--- src/rtl/mc_control_pkg.sv ---
// Shared types and encodings for the multi-cycle MIPS main control unit.
package mc_control_pkg;

  typedef enum logic [3:0] {
    StFetch  = 4'd0,
    StDecode = 4'd1,
    StMemAdr = 4'd2,
    StMemRd  = 4'd3,
    StMemWb  = 4'd4,
    StMemWr  = 4'd5,
    StExec   = 4'd6,
    StRtWb   = 4'd7,
    StBranch = 4'd8,
    StAddiEx = 4'd9,
    StAddiWb = 4'd10,
    StJump   = 4'd11
  } state_e;

  localparam logic [5:0] OP_RTYPE = 6'b000000;
  localparam logic [5:0] OP_LW    = 6'b100011;
  localparam logic [5:0] OP_SW    = 6'b101011;
  localparam logic [5:0] OP_BEQ   = 6'b000100;
  localparam logic [5:0] OP_ADDI  = 6'b001000;
  localparam logic [5:0] OP_J     = 6'b000010;

  localparam logic [1:0] ALU_ADD   = 2'b00;
  localparam logic [1:0] ALU_SUB   = 2'b01;
  localparam logic [1:0] ALU_FUNCT = 2'b10;

  localparam logic [1:0] SRCB_REG   = 2'b00;
  localparam logic [1:0] SRCB_FOUR  = 2'b01;
  localparam logic [1:0] SRCB_IMM   = 2'b10;
  localparam logic [1:0] SRCB_IMMSH = 2'b11;

  localparam logic [1:0] PCSRC_ALU    = 2'b00;
  localparam logic [1:0] PCSRC_ALUOUT = 2'b01;
  localparam logic [1:0] PCSRC_JUMP   = 2'b10;

  typedef struct packed {
    logic       pc_write;
    logic       pc_write_cond;
    logic       iord;
    logic       mem_read;
    logic       mem_write;
    logic       ir_write;
    logic       mem_to_reg;
    logic       reg_dst;
    logic       reg_write;
    logic       alu_src_a;
    logic [1:0] alu_src_b;
    logic [1:0] alu_op;
    logic [1:0] pc_source;
  } ctrl_t;

endpackage

--- src/rtl/mc_control_decode.sv ---
// Moore output decode: state plus last-wait-cycle flag to datapath strobes.
module mc_control_decode
  import mc_control_pkg::*;
(
  input  state_e state_i,
  input  logic   last_wait_i,
  output ctrl_t  ctrl_o
);

  // Every strobe defaults low; each state raises only its own.
  always_comb begin
    ctrl_o = '0;
    unique case (state_i)
      StFetch: begin
        ctrl_o.mem_read  = 1'b1;
        ctrl_o.alu_src_b = SRCB_FOUR;
        ctrl_o.alu_op    = ALU_ADD;
        ctrl_o.pc_source = PCSRC_ALU;
        // Latch IR and bump PC only once the memory data is valid.
        ctrl_o.ir_write  = last_wait_i;
        ctrl_o.pc_write  = last_wait_i;
      end
      StDecode: begin
        ctrl_o.alu_src_b = SRCB_IMMSH;
        ctrl_o.alu_op    = ALU_ADD;
      end
      StMemAdr: begin
        ctrl_o.alu_src_a = 1'b1;
        ctrl_o.alu_src_b = SRCB_IMM;
        ctrl_o.alu_op    = ALU_ADD;
      end
      StMemRd: begin
        ctrl_o.mem_read = 1'b1;
        ctrl_o.iord     = 1'b1;
      end
      StMemWb: begin
        ctrl_o.mem_to_reg = 1'b1;
        ctrl_o.reg_write  = 1'b1;
      end
      StMemWr: begin
        ctrl_o.mem_write = 1'b1;
        ctrl_o.iord      = 1'b1;
      end
      StExec: begin
        ctrl_o.alu_src_a = 1'b1;
        ctrl_o.alu_src_b = SRCB_REG;
        ctrl_o.alu_op    = ALU_FUNCT;
      end
      StRtWb: begin
        ctrl_o.reg_dst   = 1'b1;
        ctrl_o.reg_write = 1'b1;
      end
      StBranch: begin
        ctrl_o.alu_src_a     = 1'b1;
        ctrl_o.alu_src_b     = SRCB_REG;
        ctrl_o.alu_op        = ALU_SUB;
        ctrl_o.pc_write_cond = 1'b1;
        ctrl_o.pc_source     = PCSRC_ALUOUT;
      end
      StAddiEx: begin
        ctrl_o.alu_src_a = 1'b1;
        ctrl_o.alu_src_b = SRCB_IMM;
        ctrl_o.alu_op    = ALU_ADD;
      end
      StAddiWb: begin
        ctrl_o.reg_write = 1'b1;
      end
      StJump: begin
        ctrl_o.pc_write  = 1'b1;
        ctrl_o.pc_source = PCSRC_JUMP;
      end
      default: ctrl_o = '0;
    endcase
  end

endmodule

--- src/rtl/mc_control_fsm.sv ---
// Multi-cycle MIPS main control: state register, memory wait counter, next-state logic.
module mc_control_fsm
  import mc_control_pkg::*;
#(
  parameter int unsigned MEM_WAIT = 0,
  parameter bit          EN_ADDI  = 1'b1,
  parameter bit          EN_JUMP  = 1'b1
) (
  input  logic       clk,
  input  logic       reset,
  input  logic [5:0] op,
  output logic       PCWrite,
  output logic       PCWriteCond,
  output logic       IorD,
  output logic       MemRead,
  output logic       MemWrite,
  output logic       IRWrite,
  output logic       MemtoReg,
  output logic       RegDst,
  output logic       RegWrite,
  output logic       ALUSrcA,
  output logic [1:0] ALUSrcB,
  output logic [1:0] ALUop,
  output logic [1:0] PCSource,
  output logic       illegal_op,
  output logic [3:0] state
);

  localparam int unsigned WaitW = (MEM_WAIT == 0) ? 1 : $clog2(MEM_WAIT + 1);
  localparam logic [WaitW-1:0] WaitMax = WaitW'(MEM_WAIT);

  state_e           state_q, state_d;
  logic [WaitW-1:0] cnt_q, cnt_d;
  logic             last_wait;
  logic             illegal_d;
  ctrl_t            ctrl;

  assign last_wait = (cnt_q == WaitMax);

  // State register and wait counter.
  always_ff @(posedge clk) begin
    if (reset) begin
      state_q <= StFetch;
      cnt_q   <= '0;
    end else begin
      state_q <= state_d;
      cnt_q   <= cnt_d;
    end
  end

  // Next-state and wait-counter update; the counter is zero outside memory states,
  // so each entry into FETCH/MEMRD/MEMWR starts a fresh count.
  always_comb begin
    state_d   = state_q;
    cnt_d     = '0;
    illegal_d = 1'b0;
    unique case (state_q)
      StFetch: begin
        if (last_wait) state_d = StDecode;
        else           cnt_d   = cnt_q + WaitW'(1);
      end
      StDecode: begin
        if (op == OP_RTYPE)                      state_d = StExec;
        else if (op == OP_LW || op == OP_SW)     state_d = StMemAdr;
        else if (op == OP_BEQ)                   state_d = StBranch;
        else if (EN_ADDI && op == OP_ADDI)       state_d = StAddiEx;
        else if (EN_JUMP && op == OP_J)          state_d = StJump;
        else begin
          state_d   = StFetch;
          illegal_d = 1'b1;
        end
      end
      StMemAdr: state_d = (op == OP_LW) ? StMemRd : StMemWr;
      StMemRd: begin
        if (last_wait) state_d = StMemWb;
        else           cnt_d   = cnt_q + WaitW'(1);
      end
      StMemWr: begin
        if (last_wait) state_d = StFetch;
        else           cnt_d   = cnt_q + WaitW'(1);
      end
      StExec:   state_d = StRtWb;
      StAddiEx: state_d = StAddiWb;
      default:  state_d = StFetch;
    endcase
  end

  mc_control_decode u_decode (
    .state_i     (state_q),
    .last_wait_i (last_wait),
    .ctrl_o      (ctrl)
  );

  // Reset masks every output so an aborted instruction leaves no stray strobe.
  always_comb begin
    PCWrite     = ctrl.pc_write      & ~reset;
    PCWriteCond = ctrl.pc_write_cond & ~reset;
    IorD        = ctrl.iord          & ~reset;
    MemRead     = ctrl.mem_read      & ~reset;
    MemWrite    = ctrl.mem_write     & ~reset;
    IRWrite     = ctrl.ir_write      & ~reset;
    MemtoReg    = ctrl.mem_to_reg    & ~reset;
    RegDst      = ctrl.reg_dst       & ~reset;
    RegWrite    = ctrl.reg_write     & ~reset;
    ALUSrcA     = ctrl.alu_src_a     & ~reset;
    ALUSrcB     = reset ? 2'b00 : ctrl.alu_src_b;
    ALUop       = reset ? 2'b00 : ctrl.alu_op;
    PCSource    = reset ? 2'b00 : ctrl.pc_source;
    illegal_op  = illegal_d & ~reset;
    state       = reset ? 4'd0 : state_q;
  end

endmodule

--- config.mk ---
export PLATFORM = sky130hd
export DESIGN_NAME = mc_control_fsm
export DESIGN_NICKNAME = d
export VERILOG_FILES = /design/src/rtl/mc_control_pkg.sv /design/src/rtl/mc_control_decode.sv /design/src/rtl/mc_control_fsm.sv
export SDC_FILE = /design/constraint.sdc
export NUM_CORES = 1
export LEC_CHECK = 0
export CORE_MARGIN = 10
export CORE_UTILIZATION = 39
export CTS_CLUSTER_SIZE = 40
export DETAILED_ROUTE_END_ITERATION = 12
export PLACE_DENSITY_LB_ADDON = 0.2
export SLEW_MARGIN = 20
export SYNTH_ARGS = -nofsm -noshare
export SYNTH_HDL_FRONTEND = slang
export SYNTH_SLANG_ARGS = --single-unit
--- constraint.sdc ---
create_clock -name clk -period 1.85 [get_ports clk]
set_clock_uncertainty 0.1 [all_clocks]
set_input_delay 0.185 -clock clk [delete_from_list [all_inputs] [get_ports clk]]
set_output_delay 0.185 -clock clk [all_outputs]
set_load 0.03 [all_outputs]
==> results.yml <==
final_layout:
  diodes: 0
  design_area_um2: 1040
  nFillCells: 139
  nets: 141
  areaGrowthSynthToFinish_pct: 74.0
  drive_gt1_frac: 0.417
synthesis:
  synth_warnings: 0
  ys_seq_area_frac: 0.168
  yosysTopAreaCellShare: 0.168
  synthesis.nets: 100
  synth.area.top_cells: "dfxtp_1, nor2_1, nand2_1, nor2b_1, nor3_1"
  synth_top_area_cell: "dfxtp_1"
  yosys_most_used_dff: "dfxtp_1"
  avgSynthCellArea_um2: 6.49
  synthArstFlopShare: 0
  synth_edf_count: 0
  synth_cells: 92
  ys_ff_latch: 5
  synth.distinct_cells: 38
  syn-cell-area_um2: 597
routing:
  num_vias: 833
  routedWlPerCell_um: 14.7
  drc: 0
  finalWirelength_um: 2180
  dr.pass1.iters: 4
  drtIter0Drc: 16
  detail-route-antenna-nets: 0
  via_per_inst: 5.63
clocking:
  cts_root_buf: "clkbuf_4"
  cts_resized: 4
  path_clk_slew_ns: 0.04
  clockBufferDepth: 2
  clkLatencyLatePin_ns: 0.24
  cts_tree: "yes"
  cts_setup_buffers: 0
  holdBufCountCts: 0
  cts_made_buffers: 3
  clock_sinks: 5
  cts_htree_levels: 1
floorplan:
  core_um2: 1470
  chipWidth_um: 59.1
  die-height_um: 59.1
  row_count: 14
  dieArea_um2: 3500
  ios: 29
  initial_core_util: 0.406
power:
  ir_drop_v: 0.000471
  p_leak_uw: 0.000511
  power_density_nw_per_um2: 371
global_route:
  grt_usage: 0.124
  grt_max_degree: 14
  grt_overflow: 0
  antenna_found_initial: 0
  grt_pass1_wl_um: 3570
  grt_pass1_vias: 820
timing:
  period_share: 0.955
  fmax_mhz: 566
  setup_viol: 0
  fin_hold_ws_ns: 0.396
  tns_ns: 0
  final_hold_viol_count: 0
  rsz0062_at_grt: "no"
  post-route-min-period_ns: 1.77
  slew_viol_final: 0
critical_path:
  worstSetupPathType: "reg -> out"
  path_max_fanout: 6
  cp-end-kind: "output port"
  cp.arrival_ns: 1.48
  crit_path_start_kind: "register"
  cp_data_required_time_ns: 1.56
  r2r_cells: 4
placement:
  placed_area_um2: 970
  dp_hpwl_um: 1770
  place_congestion: 0.809
  io_buffers: 28
flow_run:
  max-cap-violations: 0
min_path:
  min_path_type: "in -> reg"
  worstHoldPathCells: 4
status:
  status: "finished clean"
[state kept, by name (all words and copies together), names as in the netlist]
| signal | flops |
|---|---|
| state_q | 4 |
| cnt_q | 1 |
[power breakdown]
group,switching [uW],total [uW],internal (uW)
registers,5.42,117,111
logic,74.7,142,67.0
clock network,45.2,127,81.6
[layout make-up]
cell class	count	area, um^2	share of cell area
sequential	5	101	0.0976
multi-input combinational	77	517	0.498
inverter	3	11.3	0.0108
tap	16	20.0	0.0193
clock buffer	4	26.3	0.0253
timing repair buffer	43	363	0.349
[through the flow]
stage / util / worst slack (ns) / power, uW / cells
CTS: 0.686 / 0.0220 / 387 / 148
finish: 0.706 / 0.0829 / 385 / 148
global placement: 0.659 / 0.00611 / 253 / 144
detailed placement: 0.659 / -0.0752 / 255 / 144
global route: 0.706 / 0.0272 / 411 / 148
floorplan: - / 0.00387 / 185 / 92
[synthesized netlist by cell type, drive strengths merged, types with 2 or more instances]
cell type / instances
nor2: 15
nand2: 11
buf: 5
dfxtp: 5
nor2b: 5
nor3: 5
o21ai: 4
a21oi: 3
inv: 3
nand2b: 3
nor4: 3
or2: 3
a21o: 2
and3: 2
clkbuf: 2
nand4: 2
o31ai: 2
[worst max-delay path: stages, from the launching register on]
cell and delay [ns]:
dfxtp_2 0.35, or2_4 0.26, or2_4 0.26, a211oi_2 0.18
buf_4 0.19
[logic make-up after synthesis]
| family | count (synthesis) | share of synthesized area |
|---|---|---|
| compound gates | 22 | 0.275 |
| flops | 5 | 0.168 |
| simple gates | 52 | 0.442 |
| buf+inv | 10 | 0.0797 |
| xor+xnor | 2 | 0.0294 |
| other cells | 1 | 0.00628 |
[layout by cell type (no fill, tap or decap), types with 2 or more instances in the layout]
| master | netlist | routed |
|---|---|---|
| a21o_1 | 2 | 2 |
| a21oi_1 | 3 | 3 |
| and3_1 | 2 | 2 |
| buf_4 | 2 | 35 |
| clkbuf_4 | 0 | 3 |
| clkdlybuf4s50_1 | 0 | 3 |
| dfxtp_1 | 5 | 4 |
| dlymetal6s2s_1 | 0 | 4 |
| inv_1 | 3 | 3 |
| nand2_1 | 11 | 10 |
| nand2b_1 | 3 | 3 |
| nand4_1 | 2 | 2 |
| nor2_1 | 15 | 13 |
| nor2_2 | 0 | 2 |
| nor2b_1 | 5 | 3 |
| nor2b_4 | 0 | 2 |
| nor3_1 | 5 | 5 |
| o21ai_0 | 2 | 2 |
| o21ai_1 | 2 | 2 |
| o31ai_1 | 2 | 2 |
| or2_4 | 0 | 2 |
[layer usage]
layer	wire length, um	up-vias	track usage
met3	153	2	0.0472
met1	862	385	0.127
met4	15	0	0.0328
li1	-	409	-
met2	1150	37	0.227
met5	0	-	0
[path summary, 6_finish.rpt]
| check | slack, ns | end | start |
|---|---|---|---|
| min reg2reg | 0.59 | state_q[3] | state_q[0] |
| max reg2reg | 0.44 | state_q[1] | state_q[0] |
| max | 0.08 | ALUSrcB[1] | state_q[0] |
| min | 0.40 | state_q[1] | op[3] |
No activity file was read; power rests on OpenSTA's default activity.
